`src/rtl/npc_ctrl_pkg.sv`:
```
// rtl/npc_ctrl_pkg.sv - shared types and constants for the npc sequencing controller
// Contents: controller state encoding, halt-cause codes, reset instruction/PC
// defaults and the timeout counter width helper.
package npc_ctrl_pkg;

    typedef enum logic [2:0] {
        ST_IDLE  = 3'd0,
        ST_FETCH = 3'd1,
        ST_EXEC  = 3'd2,
        ST_MEM   = 3'd3,
        ST_WB    = 3'd4,
        ST_HALT  = 3'd5
    } state_e;

    localparam logic [1:0] HALT_NONE    = 2'd0;
    localparam logic [1:0] HALT_EBREAK  = 2'd1;
    localparam logic [1:0] HALT_ILLEGAL = 2'd2;
    localparam logic [1:0] HALT_TIMEOUT = 2'd3;

    // addi x0, x0, 0
    localparam logic [31:0] NOP_INST         = 32'h00000013;
    localparam logic [31:0] DEFAULT_RESET_PC = 32'h80000000;

    // Width that holds 0..limit; a disabled (zero) limit still needs one bit.
    function automatic int cnt_width(input int limit);
        return (limit < 1) ? 1 : $clog2(limit + 1);
    endfunction

endpackage

```
`src/rtl/npc_ctrl_if.sv`:
```
// rtl/npc_ctrl_if.sv - instruction fetch and load/store request/ack port bundle
// master: controller side (drives requests and fetch address)
// slave : memory side (drives acks and fetched instruction)
interface npc_ctrl_if;

    logic        imem_req;
    logic [31:0] imem_addr;
    logic        imem_ack;
    logic [31:0] imem_rdata;
    logic        lsu_req;
    logic        lsu_ack;

    modport master (
        output imem_req,
        output imem_addr,
        output lsu_req,
        input  imem_ack,
        input  imem_rdata,
        input  lsu_ack
    );

    modport slave (
        input  imem_req,
        input  imem_addr,
        input  lsu_req,
        output imem_ack,
        output imem_rdata,
        output lsu_ack
    );

endinterface

```
`src/rtl/npc_timeout_cnt.sv`:
```
// rtl/npc_timeout_cnt.sv - saturating wait-cycle counter with expiry flag
// Ports:
//   clk, rst  : clock, synchronous active-high reset
//   clear_i   : restart counting from zero (wins over en_i)
//   en_i      : a wait cycle elapsed without acknowledge
//   expired_o : this wait cycle is the LIMIT-th one; never set when LIMIT is 0
module npc_timeout_cnt
    import npc_ctrl_pkg::*;
#(
    parameter int LIMIT = 255
) (
    input  logic clk,
    input  logic rst,
    input  logic clear_i,
    input  logic en_i,
    output logic expired_o
);

    localparam int W = cnt_width(LIMIT);
    localparam logic [W-1:0] MAX_CNT  = W'(LIMIT);
    // Value held during the final permitted wait cycle.
    localparam logic [W-1:0] LAST_CNT = W'(LIMIT - 1);

    logic [W-1:0] count_q, count_d;

    always_comb begin
        count_d = count_q;
        if (clear_i) begin
            count_d = '0;
        end else if (en_i && (count_q != MAX_CNT)) begin
            count_d = count_q + 1'b1;
        end
    end

    always_ff @(posedge clk) begin
        if (rst) begin
            count_q <= '0;
        end else begin
            count_q <= count_d;
        end
    end

    assign expired_o = (LIMIT != 0) && en_i && !clear_i && (count_q == LAST_CNT);

endmodule

```
`src/rtl/npc_ctrl.sv`:
```
// rtl/npc_ctrl.sv - multi-cycle fetch/execute/memory/write-back sequencer for the npc core
// Ports:
//   clk, rst        : clock, synchronous active-high reset
//   bus (master)    : imem_req/imem_addr/imem_ack/imem_rdata, lsu_req/lsu_ack
//   dec_*           : external decoder flags for the latched instruction
//   next_pc         : external ALU next-PC result
//   pc, inst        : architectural PC and instruction registers
//   reg_wen, commit : register-file write enable, one-cycle retire pulse
//   instret         : retired-instruction counter (wraps)
//   halted, halt_code : sticky stop flag and cause
module npc_ctrl
    import npc_ctrl_pkg::*;
#(
    parameter logic [31:0] RESET_PC    = DEFAULT_RESET_PC,
    parameter int          MEM_TIMEOUT = 255
) (
    input  logic          clk,
    input  logic          rst,
    npc_ctrl_if.master    bus,
    input  logic          dec_is_ebreak,
    input  logic          dec_illegal,
    input  logic          dec_is_mem,
    input  logic          dec_rd_wen,
    input  logic [31:0]   next_pc,
    output logic [31:0]   pc,
    output logic [31:0]   inst,
    output logic          reg_wen,
    output logic          commit,
    output logic [31:0]   instret,
    output logic          halted,
    output logic [1:0]    halt_code
);

    state_e      state_q, state_d;
    logic [31:0] pc_q, pc_d;
    logic [31:0] inst_q, inst_d;
    logic [31:0] instret_q, instret_d;
    logic [1:0]  halt_code_q, halt_code_d;

    logic imem_req, lsu_req;
    logic cnt_clear, cnt_en, cnt_expired;

    // One counter serves both wait states; it is held clear in every other
    // state, so entering FETCH or MEM always starts from zero.
    npc_timeout_cnt #(
        .LIMIT(MEM_TIMEOUT)
    ) u_timeout (
        .clk      (clk),
        .rst      (rst),
        .clear_i  (cnt_clear),
        .en_i     (cnt_en),
        .expired_o(cnt_expired)
    );

    always_comb begin
        state_d     = state_q;
        pc_d        = pc_q;
        inst_d      = inst_q;
        instret_d   = instret_q;
        halt_code_d = halt_code_q;
        imem_req    = 1'b0;
        lsu_req     = 1'b0;
        reg_wen     = 1'b0;
        commit      = 1'b0;
        cnt_clear   = 1'b1;
        cnt_en      = 1'b0;

        case (state_q)
            ST_IDLE: begin
                state_d = ST_FETCH;
            end
            ST_FETCH: begin
                imem_req  = 1'b1;
                cnt_clear = 1'b0;
                cnt_en    = !bus.imem_ack;
                // An ack on the limit cycle is checked first, so it wins.
                if (bus.imem_ack) begin
                    inst_d  = bus.imem_rdata;
                    state_d = ST_EXEC;
                end else if (cnt_expired) begin
                    halt_code_d = HALT_TIMEOUT;
                    state_d     = ST_HALT;
                end
            end
            ST_EXEC: begin
                if (dec_is_ebreak) begin
                    // ebreak itself retires, then the core stops.
                    commit      = 1'b1;
                    instret_d   = instret_q + 32'd1;
                    halt_code_d = HALT_EBREAK;
                    state_d     = ST_HALT;
                end else if (dec_illegal) begin
                    halt_code_d = HALT_ILLEGAL;
                    state_d     = ST_HALT;
                end else if (dec_is_mem) begin
                    state_d = ST_MEM;
                end else begin
                    state_d = ST_WB;
                end
            end
            ST_MEM: begin
                lsu_req   = 1'b1;
                cnt_clear = 1'b0;
                cnt_en    = !bus.lsu_ack;
                if (bus.lsu_ack) begin
                    state_d = ST_WB;
                end else if (cnt_expired) begin
                    halt_code_d = HALT_TIMEOUT;
                    state_d     = ST_HALT;
                end
            end
            ST_WB: begin
                reg_wen   = dec_rd_wen;
                commit    = 1'b1;
                pc_d      = next_pc;
                instret_d = instret_q + 32'd1;
                state_d   = ST_FETCH;
            end
            ST_HALT: begin
                state_d = ST_HALT;
            end
            default: begin
                state_d = ST_IDLE;
            end
        endcase
    end

    always_ff @(posedge clk) begin
        if (rst) begin
            state_q     <= ST_IDLE;
            pc_q        <= RESET_PC;
            inst_q      <= NOP_INST;
            instret_q   <= 32'd0;
            halt_code_q <= HALT_NONE;
        end else begin
            state_q     <= state_d;
            pc_q        <= pc_d;
            inst_q      <= inst_d;
            instret_q   <= instret_d;
            halt_code_q <= halt_code_d;
        end
    end

    assign bus.imem_req  = imem_req;
    assign bus.imem_addr = pc_q;
    assign bus.lsu_req   = lsu_req;

    assign pc        = pc_q;
    assign inst      = inst_q;
    assign instret   = instret_q;
    assign halted    = (state_q == ST_HALT);
    assign halt_code = halt_code_q;

endmodule

```
`src/flat_wrapper.sv`:
```
// flat-port wrapper written by rule: the top's interface ports become plain ports
module npc_ctrl_flat import npc_ctrl_pkg::*;
#(
    parameter logic [31:0] RESET_PC    = DEFAULT_RESET_PC,
    parameter int          MEM_TIMEOUT = 255
)
  (clk, rst, dec_is_ebreak, dec_illegal, dec_is_mem, dec_rd_wen, next_pc, pc, inst, reg_wen, commit, instret, halted, halt_code, bus_imem_req, bus_imem_addr, bus_lsu_req, bus_imem_ack, bus_imem_rdata, bus_lsu_ack);
  npc_ctrl_if bus_i ();
  input  logic clk;
  input  logic rst;
  input  logic dec_is_ebreak;
  input  logic dec_illegal;
  input  logic dec_is_mem;
  input  logic dec_rd_wen;
  input  logic [31:0] next_pc;
  output logic [31:0] pc;
  output logic [31:0] inst;
  output logic reg_wen;
  output logic commit;
  output logic [31:0] instret;
  output logic halted;
  output logic [1:0] halt_code;
  output wire logic [$bits(bus_i.imem_req)-1:0] bus_imem_req;
  output wire logic [$bits(bus_i.imem_addr)-1:0] bus_imem_addr;
  output wire logic [$bits(bus_i.lsu_req)-1:0] bus_lsu_req;
  input wire logic [$bits(bus_i.imem_ack)-1:0] bus_imem_ack;
  input wire logic [$bits(bus_i.imem_rdata)-1:0] bus_imem_rdata;
  input wire logic [$bits(bus_i.lsu_ack)-1:0] bus_lsu_ack;
  assign bus_imem_req = bus_i.imem_req;
  assign bus_imem_addr = bus_i.imem_addr;
  assign bus_lsu_req = bus_i.lsu_req;
  assign bus_i.imem_ack = bus_imem_ack;
  assign bus_i.imem_rdata = bus_imem_rdata;
  assign bus_i.lsu_ack = bus_lsu_ack;
  npc_ctrl #(.RESET_PC(RESET_PC), .MEM_TIMEOUT(MEM_TIMEOUT)) u_core (.clk(clk), .rst(rst), .bus(bus_i), .dec_is_ebreak(dec_is_ebreak), .dec_illegal(dec_illegal), .dec_is_mem(dec_is_mem), .dec_rd_wen(dec_rd_wen), .next_pc(next_pc), .pc(pc), .inst(inst), .reg_wen(reg_wen), .commit(commit), .instret(instret), .halted(halted), .halt_code(halt_code));
endmodule
```
`config.mk`:
```
export PLATFORM = sky130hd
export DESIGN_NAME = npc_ctrl_flat
export DESIGN_NICKNAME = d
export VERILOG_FILES = /design/src/rtl/npc_ctrl_pkg.sv /design/src/rtl/npc_ctrl_if.sv /design/src/rtl/npc_timeout_cnt.sv /design/src/rtl/npc_ctrl.sv /design/src/flat_wrapper.sv
export SDC_FILE = /design/constraint.sdc
export NUM_CORES = 1
export LEC_CHECK = 0
export CAP_MARGIN = 20
export CORE_AREA = 2 2 114 116
export DETAILED_ROUTE_END_ITERATION = 7
export DIE_AREA = 0 0 116 118
export PLACE_DENSITY = 0.72
export SETUP_SLACK_MARGIN = 0.5
export SLEW_MARGIN = 10
export SYNTH_ARGS = -nofsm -noshare
export SYNTH_HDL_FRONTEND = slang
export SYNTH_SLANG_ARGS = --single-unit
```
`constraint.sdc`:
```
create_clock -name clk -period 2.63 [get_ports clk]
set_clock_uncertainty 0.1 [all_clocks]
set_input_delay 0.526 -clock clk [delete_from_list [all_inputs] [get_ports clk]]
set_output_delay 0.526 -clock clk [all_outputs]
set_load 0.01 [all_outputs]
```
# ---- Yosys cells after proc, flatten, opt, wreduce, memory -nomap -nowiden
# Index checks and enable logic that the tools add are counted.
dict set report totals {
  out_inout_bits 135
  inputBits 72
  wordCells 55
  mem_count 0
  reg_bits 109
  latchBits 0
  mem_bits_ro 0
  ram_bits 0
}
dict set report classes {
  addsub 2
  magnitude_cmp 0
  n_mux 21
  bitwise_logic 1
  n_reduce_logical 14
  div_mod_pow 0
  shifts 0
  eq_ne 11
  mul 0
}
# cell count
set ops {}
lappend ops {{case mux 32 bit (2 select lines)} 1}
lappend ops {{adder 32 x 1 -> 32 bit (second input constant)} 1}
lappend ops {{two-way mux 32 bit} 1}
lappend ops {{two-way mux 3 bit} 6}
lappend ops {{case mux 3 bit (5 select lines)} 1}
lappend ops {{two-way mux 2 bit} 5}
lappend ops {{adder 8 x 1 -> 8 bit (second input constant)} 1}
lappend ops {{equality test 8 bit (second input constant)} 1}
lappend ops {{!= test 8 bit (second input constant)} 1}
lappend ops {{equality test 3 x 2 -> 1 bit (second input constant)} 2}
lappend ops {{equality test 3 bit (second input constant)} 2}
lappend ops {{!= test 2 bit (second input constant)} 3}
lappend ops {{case mux 2 bit (3 select lines)} 1}
lappend ops {{OR reduction 2 bit} 3}
lappend ops {{two-way mux 1 bit} 4}
lappend ops {{case mux 1 bit (2 select lines)} 2}
lappend ops {{AND reduction 2 bit} 2}
lappend ops {{AND reduction 4 bit} 1}
lappend ops {{equality test 3 x 1 -> 1 bit (second input constant)} 1}
lappend ops {{logical AND 1 bit} 3}
lappend ops {{logical NOT 3 bit} 1}
lappend ops {{!= test 3 bit (second input constant)} 1}
lappend ops {{nonzero test 3 bit} 1}
lappend ops {{logical NOT 1 bit} 2}
lappend ops {{2 further kinds} 2}

# ---- Longest topological paths before layout
dict set report depth {
  depth_word 7
  ltp_mapped 7
  ltp_nobuf 5
}

# ---- By module
# From an unflattened synthesis, not the netlist that was laid out.
dict set report unflattened {
  hier_cells 598
  hier_area_um2 4926.0
}
# module n_inst area_each_um2 cells_per_inst seq_area_each_um2
set modules_own_cells {}
lappend modules_own_cells {npc_ctrl 1 4478.0 547 2021.9}
lappend modules_own_cells {npc_timeout_cnt 1 447.9 51 160.2}

# ---- Worst setup path after synthesis
# No wires, ideal clock.
dict set report synth_timing {
  kind {register to register}
  startpoint {register u_core.instret_q[5], in the netlist u_core.instret[5]}
  endpoint {register u_core.instret_q[17], in the netlist u_core.instret[17]}
  path_buffers 1
  setup_ps 121
  path_stages_with_launch 6
  slack_ps 527
  t_required_ps 2409
  synth_period_minus_slack_ps 2103
  t_arrival_ps 1882
  path_cell_list {dfxtp_1 nand4_2 or4_4 clkbuf_1 nor4_1 mux2_2}
}
dict set report synth_via {
  elab_chain_cells 3
}
# item line
set synth_rtl {}
lappend synth_rtl {{from (decl)} npc_ctrl.sv:37} ;# logic [31:0] instret_q, instret_d;
lappend synth_rtl {{from (signal assigned)} npc_ctrl.sv:139} ;# instret_q <= instret_d;
lappend synth_rtl {{adder 32 x 1 -> 32 bit (*)} {npc_ctrl.sv:89, npc_ctrl.sv:116}}
lappend synth_rtl {{two-way mux 32 bit} npc_ctrl.sv:86} ;# if (dec_is_ebreak) begin
lappend synth_rtl {{case mux 32 bit (2 select lines) (*)} npc_ctrl.sv:68} ;# case (state_q)
# Mark *: on every way between the ends. The rest lies on a longest branch, timed or not. The select of a mux whose other input is x is not followed.
# A chain may end at the register's enable or synchronous reset.

# ---- Worst setup path after layout
dict set report layout_timing {
  startpoint {register u_core.instret_q[12], in the netlist u_core.instret[12]}
  endpoint {register u_core.instret_q[28], in the netlist u_core.instret[28]}
}
# The elaborated chain is that of the path after synthesis.

==> reports/qor.csv <==
stage,metric,value,unit
status,status,"finished, final reports clean",
grt,grt_pass1_vias,4745,
final_layout,layout_common_cells,"clkdlybuf4s50_1 (199), nand2_1 (142), dfxtp_1 (101)",
final_layout,final_nets,848,
placed_design,port_buffers,206,
drt,vias,4957,
floorplanning,die_w,116,um
cts,insertion_delay,0.35,ns
grt,grt_max_degree,73,
cts,postCtsHoldBufs,0,
floorplanning,core_area,12400,sq um
final_layout,n_antenna_cell,0,
final_layout,syn_to_final_growth,51.7,%
grt,grt_pass1_wl,23000,um
logic_synthesis,synthFlopType,dfxtp_1,
cts,cts_tree,built,
grt,antenna_found_initial,0,
logic_synthesis,synthCells,604,
final_layout,fin_area,7390,sq um
cts,clk_path_buf_depth,2,
sta,drv_slew,0,
sta,max_freq,479,MHz
drt,drt_iter0_markers,291,
sta,rsz0062_at_grt,yes,
power_and_ir_drop,p_per_area,483,nW/um^2
cts,cts-root-buf,clkbuf_16,
drt,final_antenna_net_count,0,
placed_design,dpl_cell_area,6890,sq um
floorplanning,initial_core_util,39.2,%
final_layout,utilization,59.5,%
critical_path,path_max_fanout,7,
floorplanning,ios,207,
run,cap_violations,0,
critical_path,timing.rr.start,u_core.instret[12],
critical_path,reg2reg_slack,0.54,ns
final_layout,final_common_cell,clkdlybuf4s50_1,
logic_synthesis,seq_area_frac_synth,44.8,%
drt,first_pass_iters,4,
power_and_ir_drop,p_leak,2.51,nW
critical_path,crit_start,u_core.instret[12],
critical_path,endpoint_kind,register,
sta,fin_setup_tns,0,ns
sta,fin_crit_sh,79.3,%
final_layout,instances_no_fill,950,
drt,wl_per_cell,15.2,um
grt,overflow,0,
sta,tightest_slew,0.769,ns
sta,period_minus_slack,2.09,ns
critical_path,r2r_cells,5,
cts,numCtsBuffers,9,
critical_path,crit_slowest_cell,or4_4,
cts,numClockSinks,109,
logic_synthesis,synth_seq_cells,109,
critical_path,max_stage_delay,0.57,ns
critical_path,worstPathArrival,2.27,ns
floorplanning,num_rows,41,
placed_design,gp_congestion,0.839,
power_and_ir_drop,peakVddDrop,336,uV
critical_path,crit_path_start_kind,register,
sta,relSlewSlack,48.8,%
logic_synthesis,synth.avg_cell_area,8.07,sq um
cts,clkTransAtPathRegs,0.07,ns
logic_synthesis,yosysWarnings,0,
sta,holdWs,0.358,ns
placed_design,dp_cells,929,
final_layout,layout-drive-gt1-share,10.4,%
grt,grt_usage,20.8,%
final_layout,ff_latch_area,2200,sq um
min_path,min_path_type,reg -> reg,
placed_design,dp_slack,-0.0414,ns
cts,h-tree-depth,3,
critical_path,cp-endpoint,u_core.instret[28],
floorplanning,dieArea,13700,sq um
logic_synthesis,ys_async_sr_fraction,0,%
floorplanning,die_h,118,um
logic_synthesis,synth_nets,679,
critical_path,r2r-end,u_core.instret[28],
critical_path,cp_cell_sequence,nand4_1 -> buf_6 -> or4_4 -> or4_1 -> a21oi_2,
logic_synthesis,yosysUniqueCellTypes,47,
critical_path,crit_type,reg -> reg,
sta,setup_slack,0.544,ns
drt,wl,14500,um
final_layout,multi_input_area,2400,sq um
final_layout,fill_cells,1121,
logic_synthesis,synth-edff-count,0,
sta,setup_viol,0,
drt,via_per_inst,5.22,
critical_path,cp_data_required_time,2.81,ns
power_and_ir_drop,finalPower,3.57,mW
logic_synthesis,netlist_area,4870,sq um
placed_design,dpl.hpwl,10300,um
sta,hold_viol_final,0,
drt,route.detailed.drc,0,
report_power, final:
part | total, mW | leakage (nW) | switching, mW | internal [mW]
Combinational | 0.412 | 1.46 | 0.181 | 0.231
Sequential | 1.72 | 0.886 | 0.0310 | 1.69
Clock | 1.44 | 0.159 | 0.591 | 0.845
Total | 3.57 | 2.51 | 0.803 | 2.77
layout make-up:
cell class / instances / area share, %
timing repair buffer: 229 / 30.3
multi-input combinational: 419 / 32.4
clock buffer: 14 / 3.84
clock inverter: 2 / 0.525
sequential: 109 / 29.8
tap: 172 / 2.91
inverter: 5 / 0.254
worst max-delay path, delay by kind of cell, from the launching register on:
family	cells	cell delay [ns]
flip-flops	1	0.37
AO/OA/AOI/OAI	1	0.15
AND/OR/NAND/NOR	3	1.24
buffers and inverters	1	0.15
worst min-delay path by stage:
stage                                       end  cells after the start                        start  slack, ns
floorplan           u_core.u_timeout.count_q[3]                      2  u_core.u_timeout.count_q[3]       0.36
global placement                u_core.inst[15]                      2              u_core.inst[15]       0.34
detailed placement              u_core.inst[17]                      2              u_core.inst[17]       0.35
CTS                             u_core.inst[12]                      2              u_core.inst[12]       0.36
global route                    u_core.inst[12]                      2              u_core.inst[12]       0.38
finish                          u_core.inst[26]                      2              u_core.inst[26]       0.36
cells by family (layout without fill, tap and decap cells):
kind of cell | count (synthesis) | count (layout) | share of synthesized area (%)
flip-flops | 109 | 109 | 44.8
adder cells (fa/ha/maj) | 3 | 3 | 0.770
AO/OA/AOI/OAI | 134 | 134 | 15.9
AND/OR/NAND/NOR | 265 | 267 | 26.7
buffers and inverters | 78 | 250 | 8.73
XOR/XNOR | 6 | 6 | 1.08
multiplexers | 9 | 9 | 2.00
state kept, by name, summed over array words and instances (netlist names):
name,flops
u_core.u_timeout.count_q,8
u_core.inst,32
u_core.instret,32
u_core.halt_code,2
u_core.bus.imem_addr,32
u_core.state_q,3
routing by layer:
layer  vias up  global-route usage, %  wire (um)
li1       2410                      -          -
met1      2327                   24.3       5940
met2       197                   35.9       7200
met3        23                   4.43        986
met4         0                   9.38        325
met5         -                      0          0
cells in the mapped netlist (7+ instances only):
library cell | instances | area [sq um]
a21oi_1 | 90 | 450
and2_1 | 7 | 43.8
buf_4 | 32 | 240
clkbuf_1 | 33 | 124
dfxtp_1 | 109 | 2180
nand2_1 | 142 | 533
nand3_1 | 11 | 55.1
nand3b_1 | 7 | 52.6
nand4_1 | 13 | 81.3
nor2_1 | 20 | 75.1
nor2b_1 | 11 | 68.8
o31ai_1 | 19 | 143
or4_1 | 19 | 143
repair_timing:
action / 4_1_cts / 5_1_grt
hold endpoints to repair: 0 / 0
gates resized for setup: 24 / 27
pin swaps: 3 / 5
endpoints found under the setup margin: 23 / 24
buffers inserted: 3 / 0
gates cloned: 1 / 1
(Power assumes the default switching activity.)
